==> src/rtl/trap_ctrl_pkg.sv <==
// Shared ISA constants for the M-mode trap controller: cause codes, mtvec modes, FSM states.
// Pure declarations; no logic, no latency, no backpressure.
package trap_ctrl_pkg;

    localparam logic [4:0] EXC_INST_MISALIGNED = 5'd0;
    localparam logic [4:0] EXC_ILLEGAL_INST    = 5'd2;
    localparam logic [4:0] EXC_BREAKPOINT      = 5'd3;
    localparam logic [4:0] EXC_ECALL_M         = 5'd11;

    localparam logic [4:0] IRQ_MSI = 5'd3;
    localparam logic [4:0] IRQ_MTI = 5'd7;
    localparam logic [4:0] IRQ_MEI = 5'd11;

    localparam logic [1:0] MTVEC_DIRECT   = 2'd0;
    localparam logic [1:0] MTVEC_VECTORED = 2'd1;

    typedef enum logic {
        ST_IDLE     = 1'b0,
        ST_REDIRECT = 1'b1
    } trap_state_t;

endpackage

==> src/rtl/trap_ctrl_irq_sync.sv <==
// Level synchroniser for one asynchronous interrupt request line.
// Latency: SYNC_STAGES cycles; no backpressure (free-running flop chain).
module irq_sync #(
    parameter int SYNC_STAGES = 2
) (
    input  logic clk,
    input  logic rst_b,
    input  logic irq_i,
    output logic irq_o
);

    logic [SYNC_STAGES-1:0] sync_q;

    always_ff @(posedge clk or negedge rst_b) begin
        if (!rst_b) begin
            sync_q <= '0;
        end else begin
            sync_q <= {sync_q[SYNC_STAGES-2:0], irq_i};
        end
    end

    assign irq_o = sync_q[SYNC_STAGES-1];

endmodule

==> src/rtl/trap_ctrl.sv <==
// M-mode trap controller: prioritises interrupts/exceptions/mret into a registered fetch redirect.
// Latency: one cycle from committed event to trap/CSR strobes; stall held until fetch asserts trap_ready.
module trap_ctrl
    import trap_ctrl_pkg::*;
#(
    parameter int XLEN        = 32,
    parameter int SYNC_STAGES = 2,
    parameter bit VECTORED_EN = 1'b1
) (
    input  logic              clk,
    input  logic              rst_b,
    input  logic              inst_valid,
    input  logic [XLEN-1:0]   pc,
    input  logic              inst_misaligned,
    input  logic              illegal_inst,
    input  logic              ebreak,
    input  logic              ecall,
    input  logic              mret,
    input  logic [XLEN-1:0]   bad_value,
    input  logic              irq_sw,
    input  logic              irq_timer,
    input  logic              irq_ext,
    input  logic              csr_rd_mstatus_mie,
    input  logic              csr_rd_mstatus_mpie,
    input  logic [2:0]        csr_rd_mie,
    input  logic [XLEN-3:0]   csr_rd_mtvec_base,
    input  logic [1:0]        csr_rd_mtvec_mode,
    input  logic [XLEN-1:0]   csr_rd_mepc_mepc,
    output logic              trap,
    input  logic              trap_ready,
    output logic [XLEN-1:0]   trap_pc,
    output logic              stall,
    output logic              ent_trap,
    output logic              ext_trap,
    output logic [XLEN-1:0]   csr_wr_mepc_mepc,
    output logic [XLEN-2:0]   csr_wr_mcause_exception_code,
    output logic              csr_wr_mcause_interrupt,
    output logic [XLEN-1:0]   csr_wr_mtval,
    output logic              csr_wr_mstatus_mie,
    output logic              csr_wr_mstatus_mpie,
    output logic [2:0]        mip
);

    trap_state_t     state_q;
    logic            trap_q, ent_q, ext_q, intr_q, mie_q, mpie_q;
    logic [XLEN-1:0] trap_pc_q, mepc_q, mtval_q;
    logic [4:0]      code_q;

    irq_sync #(.SYNC_STAGES(SYNC_STAGES)) u_sync_sw  (.clk(clk), .rst_b(rst_b), .irq_i(irq_sw),    .irq_o(mip[0]));
    irq_sync #(.SYNC_STAGES(SYNC_STAGES)) u_sync_tmr (.clk(clk), .rst_b(rst_b), .irq_i(irq_timer), .irq_o(mip[1]));
    irq_sync #(.SYNC_STAGES(SYNC_STAGES)) u_sync_ext (.clk(clk), .rst_b(rst_b), .irq_i(irq_ext),   .irq_o(mip[2]));

    logic [2:0]      pend;
    logic            take_irq, take_entry, take_mret;
    logic [4:0]      code_d;
    logic [XLEN-1:0] mtval_d, base_addr, target_d;

    always_comb begin
        pend       = mip & csr_rd_mie;
        take_irq   = (|pend) && csr_rd_mstatus_mie;
        take_entry = 1'b1;
        take_mret  = 1'b0;
        code_d     = EXC_ECALL_M;
        mtval_d    = '0;
        // Interrupts outrank every exception flag and mret of the same instruction.
        if (take_irq) begin
            code_d = pend[2] ? IRQ_MEI : (pend[0] ? IRQ_MSI : IRQ_MTI);
        end else if (inst_misaligned) begin
            code_d  = EXC_INST_MISALIGNED;
            mtval_d = bad_value;
        end else if (illegal_inst) begin
            code_d  = EXC_ILLEGAL_INST;
            mtval_d = bad_value;
        end else if (ebreak) begin
            code_d  = EXC_BREAKPOINT;
            mtval_d = pc;
        end else if (ecall) begin
            code_d  = EXC_ECALL_M;
        end else begin
            take_entry = 1'b0;
            take_mret  = mret;
        end

        base_addr = {csr_rd_mtvec_base, 2'b00};
        target_d  = base_addr;
        if (VECTORED_EN && take_irq && (csr_rd_mtvec_mode == MTVEC_VECTORED)) begin
            target_d = base_addr + {{(XLEN-7){1'b0}}, code_d, 2'b00};
        end
    end

    always_ff @(posedge clk or negedge rst_b) begin
        if (!rst_b) begin
            state_q   <= ST_IDLE;
            trap_q    <= 1'b0;
            ent_q     <= 1'b0;
            ext_q     <= 1'b0;
            intr_q    <= 1'b0;
            mie_q     <= 1'b0;
            mpie_q    <= 1'b0;
            trap_pc_q <= '0;
            mepc_q    <= '0;
            mtval_q   <= '0;
            code_q    <= '0;
        end else begin
            ent_q <= 1'b0;
            ext_q <= 1'b0;
            case (state_q)
                ST_IDLE: begin
                    if (inst_valid && take_entry) begin
                        state_q   <= ST_REDIRECT;
                        trap_q    <= 1'b1;
                        ent_q     <= 1'b1;
                        trap_pc_q <= target_d;
                        mepc_q    <= pc;
                        code_q    <= code_d;
                        intr_q    <= take_irq;
                        mtval_q   <= mtval_d;
                        mpie_q    <= csr_rd_mstatus_mie;
                        mie_q     <= 1'b0;
                    end else if (inst_valid && take_mret) begin
                        state_q   <= ST_REDIRECT;
                        trap_q    <= 1'b1;
                        ext_q     <= 1'b1;
                        trap_pc_q <= csr_rd_mepc_mepc;
                        mie_q     <= csr_rd_mstatus_mpie;
                        mpie_q    <= 1'b1;
                    end
                end
                ST_REDIRECT: begin
                    if (trap_ready) begin
                        state_q <= ST_IDLE;
                        trap_q  <= 1'b0;
                    end
                end
                default: begin
                    state_q <= ST_IDLE;
                    trap_q  <= 1'b0;
                end
            endcase
        end
    end

    assign trap                         = trap_q;
    assign trap_pc                      = trap_pc_q;
    assign stall                        = (state_q == ST_REDIRECT);
    assign ent_trap                     = ent_q;
    assign ext_trap                     = ext_q;
    assign csr_wr_mepc_mepc             = mepc_q;
    assign csr_wr_mcause_exception_code = {{(XLEN-6){1'b0}}, code_q};
    assign csr_wr_mcause_interrupt      = intr_q;
    assign csr_wr_mtval                 = mtval_q;
    assign csr_wr_mstatus_mie           = mie_q;
    assign csr_wr_mstatus_mpie          = mpie_q;

endmodule

==> config.mk <==
export PLATFORM = sky130hd
export DESIGN_NAME = trap_ctrl
export DESIGN_NICKNAME = d
export VERILOG_FILES = /design/src/rtl/trap_ctrl_pkg.sv /design/src/rtl/trap_ctrl_irq_sync.sv /design/src/rtl/trap_ctrl.sv
export SDC_FILE = /design/constraint.sdc
export NUM_CORES = 1
export LEC_CHECK = 0
export BUFFER_PORTS_ARGS = -buffer_cell sky130_fd_sc_hd__buf_2
export CAP_MARGIN = 25
export CORE_ASPECT_RATIO = 0.7
export CORE_UTILIZATION = 46
export CTS_CLUSTER_SIZE = 30
export DETAILED_ROUTE_END_ITERATION = 6
export PLACE_DENSITY_LB_ADDON = 0.12
export SLEW_MARGIN = 20
export SYNTH_ARGS = -nofsm -noshare
export SYNTH_HDL_FRONTEND = slang
export SYNTH_SLANG_ARGS = --single-unit
export TNS_END_PERCENT = 100
==> constraint.sdc <==
create_clock -name clk -period 3.9 [get_ports clk]
set_clock_uncertainty 0.05 [all_clocks]
set_input_delay 0.78 -clock clk [delete_from_list [all_inputs] [get_ports clk]]
set_output_delay 0.78 -clock clk [all_outputs]
set_load 0.02 [all_outputs]
Word-level counts from Yosys, hierarchy flattened
Cells that the tools add are included.
{ "totals": {"regBits": 114, "input_bits": 145, "elab_cells": 67} }
{ "classes": {"addsub": 1, "eq_ne": 3, "muxes": 38, "n_bitwise": 2, "n_reduce_logical": 9} }
{ "ops": {"columns": ["operator", "n"], "rows": [
  ["32-bit 2-to-1 mux", 7],
  ["32-bit by 7-bit adder with 32-bit output", 1],
  ["1-bit 2-to-1 mux", 23],
  ["4-bit 2-to-1 mux", 5],
  ["2-bit AND reduction", 3],
  ["1-bit logical AND", 4],
  ["1-bit one-hot mux with 2 select lines", 2],
  ["3-bit bitwise AND", 1],
  ["3-bit 2-to-1 mux", 1],
  ["3-bit != test, second input constant", 1],
  ["3-bit OR reduction", 1],
  ["2-bit by 1-bit equality test with 1-bit output, second input constant", 1],
  ["2-bit != test, second input constant", 1],
  ["2-bit nonzero test", 1],
  ["1-bit inverter", 1]
]} }

Depth between registers and ports, before layout
{ "depth": {"depth_word": 9, "depth_mapped": 13} }

By module
Synthesis repeated with hierarchy kept, for this count alone.
{ "unflattened": {"cells_unflattened": 654, "hier_area_um2": 5835.6} }
{ "modules_own_cells": {"columns": ["module", "n_inst", "cells_each", "area_per_inst_um2"], "rows": [
  ["trap_ctrl", 1, 648, 5685.5],
  ["irq_sync", 3, 2, 50.0]
]} }

Worst setup path before layout
No wires, ideal clock.
{ "synth_path": {"kind": "input to register", "startpoint": "in illegal_inst", "endpoint": "reg trap_pc_q[26] (netlist: trap_pc[26])", "setup_ns": 0.137, "arrival_ns": 3.209, "required_time_ns": 3.713, "path_slack_ns": 0.504, "cell_stages": 13, "path_cell_list": "or2_2 clkbuf_1 clkbuf_1 nand2_1 ha_1 inv_1 fa_1 nand2b_1 a21oi_1 nand3_1 nor4_1 xnor2_1 a21oi_1"} }
{ "synth_between": {"elab_chain_cells": 6} }
{ "synth_lines": {"columns": ["item", "line", "rtl"], "rows": [
  ["from (decl)", "trap_ctrl.sv:15", "input logic illegal_inst,"],
  ["4-bit 2-to-1 mux", "trap_ctrl.sv:71", "end else if (illegal_inst) begin"],
  ["4-bit 2-to-1 mux", "trap_ctrl.sv:68", "end else if (inst_misaligned) begin"],
  ["4-bit 2-to-1 mux", "trap_ctrl.sv:66", "if (take_irq) begin"],
  ["named net code_d[0]", "trap_ctrl.sv:55", "logic [4:0] code_d;"],
  ["32-bit by 7-bit adder with 32-bit output", "trap_ctrl.sv:87", "target_d = base_addr + {{(XLEN-7){1'b0}}, code_d, 2'b00};"],
  ["32-bit 2-to-1 mux", "trap_ctrl.sv:86", "if (VECTORED_EN && take_irq && (csr_rd_mtvec_mode == MTVEC_VECTORED)) begin"],
  ["32-bit 2-to-1 mux", "trap_ctrl.sv:109", "if (inst_valid && take_entry) begin"],
  ["to (signal assigned)", "trap_ctrl.sv:113", "trap_pc_q <= target_d;"],
  ["to (signal assigned)", "trap_ctrl.sv:124", "trap_pc_q <= csr_rd_mepc_mepc;"],
  ["to (decl)", "trap_ctrl.sv:46", "logic [XLEN-1:0] trap_pc_q, mepc_q, mtval_q;"]
]} }
The timed path passes the listed nets, and every way through them passes these cells.
A chain may end at the register's enable or synchronous reset.

Worst setup path in the final report
{ "layout_path": {"startpoint": "in csr_rd_mie[0]", "endpoint": "reg trap_pc_q[26] (netlist: trap_pc[26])"} }
{ "layout_between": {"elab_chain_cells": 7} }
{ "layout_lines": {"columns": ["item", "line", "rtl"], "rows": [
  ["from (decl)", "trap_ctrl.sv:25", "input logic [2:0] csr_rd_mie,"],
  ["3-bit bitwise AND", "trap_ctrl.sv:59", "pend = mip & csr_rd_mie;"],
  ["3-bit OR reduction", "trap_ctrl.sv:60", "take_irq = (|pend) && csr_rd_mstatus_mie;"],
  ["1-bit logical AND", "trap_ctrl.sv:60", null],
  ["4-bit 2-to-1 mux", "trap_ctrl.sv:66", null],
  ["named net code_d[3]", "trap_ctrl.sv:55", null],
  ["32-bit by 7-bit adder with 32-bit output", "trap_ctrl.sv:87", null],
  ["32-bit 2-to-1 mux", "trap_ctrl.sv:86", null],
  ["32-bit 2-to-1 mux", "trap_ctrl.sv:109", null]
]} }
The timed path passes the listed nets, and every way through them passes these cells.

==> impl_metrics.yaml <==
routing:
  drt-wirelength-per-cell_um: 16.9
  wl_um: 17600
  drtAntennaViolNets: 0
  dr.first_iter.drc_count: 306
  drc_errors: 0
  dr.pass1.iters: 5
  viasPerCell: 5.33
  vias: 5551
power_and_ir_drop:
  power_density_nw_per_um2: 582
  power_leakage_nw: 3.98
  vdd_drop_max_uv: 454
min_path:
  holdCritPathClass: "register to register"
clocking:
  htree_levels: 4
  worstSkewPairLatency_ps: 410
  cts_hold_buf: 0
  clock_sinks: 113
  cts.clk_slew.worst_paths_ps: 50
  cts_max_path_buffers: 2
  post_cts_resized: 0
  tritoncts: "done"
  clockRootBuffer: "clkbuf_16"
  cts_inserted_buffers: 17
  cts_setup_buffers: 0
cells_and_area:
  fin_area_um2: 7580
  most-common-layout-cells: "253 x buf_2, 150 x nand2_1, 113 x dfrtp_1, 53 x a21oi_1, 40 x and3_1"
  n_antenna_cell: 0
  final_common_cell: "buf_2"
  num-fill-cells: 1046
  fin_nets: 1022
  synthToLayoutAreaGrowth_pct: 34.9
  drive_gt1_share_pct: 34.4
yosys:
  ys.flop_type: "dfrtp_1"
  ys_seq_elements: 113
  syn_avg_cell_area_um2: 8.94
  yosysWarnings: 0
  synth_cell_types: 41
  synth_enable_flop_cells: 0
  async_flop_share_pct: 100
  synth.yosys.seq_area_share_pct: 50.3
  synth_area_um2: 5620
  syn-instance-count: 629
timing:
  slew_viol_final: 0
  hold_viol: 0
  setup_slack_ps: 547
  rsz0062_at_grt: "no"
  fmax_ghz: 0.298
  hold_ws_ps: 297
  min_period_ps: 3350
  fin_crit_sh_pct: 86.0
  setup_viol: 0
  fin_tns_setup_ps: 0
  max_slew_margin_pct: 44.7
  worst_pin_slew_ps: 823
global_routing:
  met2_usage_pct: 45.9
  gr-max-usage-layer: "met2"
  antenna_found_initial: 0
  grt_max_degree: 109
  use_met1_pct: 35.3
  grt-ovfl-total: 0
  grt_util_all_layers_pct: 27.8
  met3_usage_pct: 7.14
  grt_first_pass_wirelength_um: 26700
  grt_pass1_vias: 5288
placement:
  place_area_um2: 6910
  dp_slack_ps: 199
  hpwl_um: 12600
  portBuffers: 254
  place_congestion: 0.875
floorplanning:
  die_w_um: 134
  die_h_um: 94.5
  die-area_um2: 12700
  pin_count: 282
  rows: 33
  core_area_um2: 11800
  start_util_pct: 47.6
outcome:
  status: "finished clean"
critical_path:
  crit_type: "input port to register"
  worstSetupEndpointType: "register"
  cp-start-kind: "input port"
  cp.arrival_ps: 3560
  cp.required_ps: 4100
  path_max_fanout: 7
job:
  maxCapViolations: 0
path summary, 6_finish.rpt:
check                           slack [ps]  cells after the start                    to            startpoint
min in group asynchronous              370                      1              ent_trap                 rst_b
worst max register to register         600                     11           trap_pc[26]   u_sync_sw.sync_q[1]
worst min register to register         300                      0  u_sync_ext.sync_q[1]  u_sync_ext.sync_q[0]
worst max-delay path                   550                     12           trap_pc[26]         csr_rd_mie[0]
max in group asynchronous             2650                      2            trap_pc[3]                 rst_b
worst min-delay path                   300                      0  u_sync_ext.sync_q[1]  u_sync_ext.sync_q[0]
sequential cells by signal (all words and copies together) (netlist names):
signal                   cells
u_sync_sw.sync_q             2
u_sync_ext.sync_q            2
csr_wr_mstatus_mpie          1
ent_trap                     1
stall                        1
csr_wr_mtval                32
ext_trap                     1
csr_wr_mepc_mepc            32
trap                         1
code_q                       4
csr_wr_mcause_interrupt      1
trap_pc                     32
u_sync_tmr.sync_q            2
csr_wr_mstatus_mie           1
Yosys cell counts (2+ instances only):
library cell / number / area [µm²]
a22o_1: 5 / 43.8
and3_1: 40 / 250
a21o_1: 2 / 15.0
and4_1: 2 / 17.5
nor3_1: 10 / 50.1
o31ai_1: 34 / 255
xnor2_1: 20 / 175
buf_2: 6 / 30.0
o22ai_1: 13 / 81.3
nand4_1: 2 / 12.5
buf_4: 31 / 233
inv_2: 2 / 7.51
dfrtp_1: 113 / 2830
nand2b_1: 4 / 25.0
o21ai_1: 14 / 70.1
a21oi_1: 53 / 265
inv_1: 11 / 41.3
ha_1: 4 / 50.1
xor2_1: 5 / 43.8
mux2i_1: 4 / 40.0
clkbuf_1: 30 / 113
a31oi_1: 2 / 12.5
nor4_1: 3 / 18.8
o21ai_0: 17 / 85.1
nand3_1: 14 / 70.1
a22oi_1: 6 / 45.0
nor2_1: 17 / 63.8
nor2b_1: 2 / 12.5
nand2_1: 151 / 567
worst max-delay path, stage by stage:
cell and delay, ps:
buf_2 120, a222oi_1 400, buf_4 210, nor2_2 40
o31ai_1 300, ha_1 260, nor2_1 70, a21oi_1 370
nand3_1 350, nor4_1 390, xnor2_1 180, a21oi_1 90
per-stage QoR:
step	util, %	std cells	power [mW]
after floorplan	-	655	2.28
after global placement	58.6	1009	2.72
after detailed placement	58.6	1009	2.76
after CTS	63.9	1041	4.43
after global routing	64.2	1042	4.61
final	64.2	1042	4.42
area by class of cell:
cell class	count	area [µm²]	share of cell area (%)
clock buffers	20	457	6.02
clock inverters	12	180	2.38
inverters	13	48.8	0.643
multi-input cells	462	2480	32.8
flip-flops and latches	113	2830	37.3
well taps	157	196	2.59
repair buffers	265	1390	18.3
logic make-up (layout without fill, tap and decap cells):
| logic type | after synthesis | count (layout) | share of synthesized area [%] |
|---|---|---|---|
| and+or+nand+nor | 250 | 250 | 20.0 |
| adders and majority gates | 5 | 5 | 1.25 |
| xor gates and xnor gates | 25 | 25 | 3.89 |
| other | 1 | 27 | 0.0667 |
| DFF | 113 | 113 | 50.3 |
| AOI/OAI and AO/OA | 151 | 151 | 16.3 |
| muxes | 4 | 4 | 0.712 |
| buffers and inverters | 80 | 310 | 7.55 |
power by group:
group / switching [mW] / internal (mW)
registers: 0.138 / 1.42
logic: 0.789 / 0.406
clock network: 0.559 / 1.10
routing by layer:
layer / wire length [µm] / vias up / share of wire [%]
li1: - / 2602 / -
met1: 7440 / 2679 / 42
met2: 8510 / 254 / 48
met3: 1460 / 16 / 8.3
met4: 195 / 0 / 1.1
met5: 0 / - / 0
No activity file was read; power rests on OpenSTA's default activity.
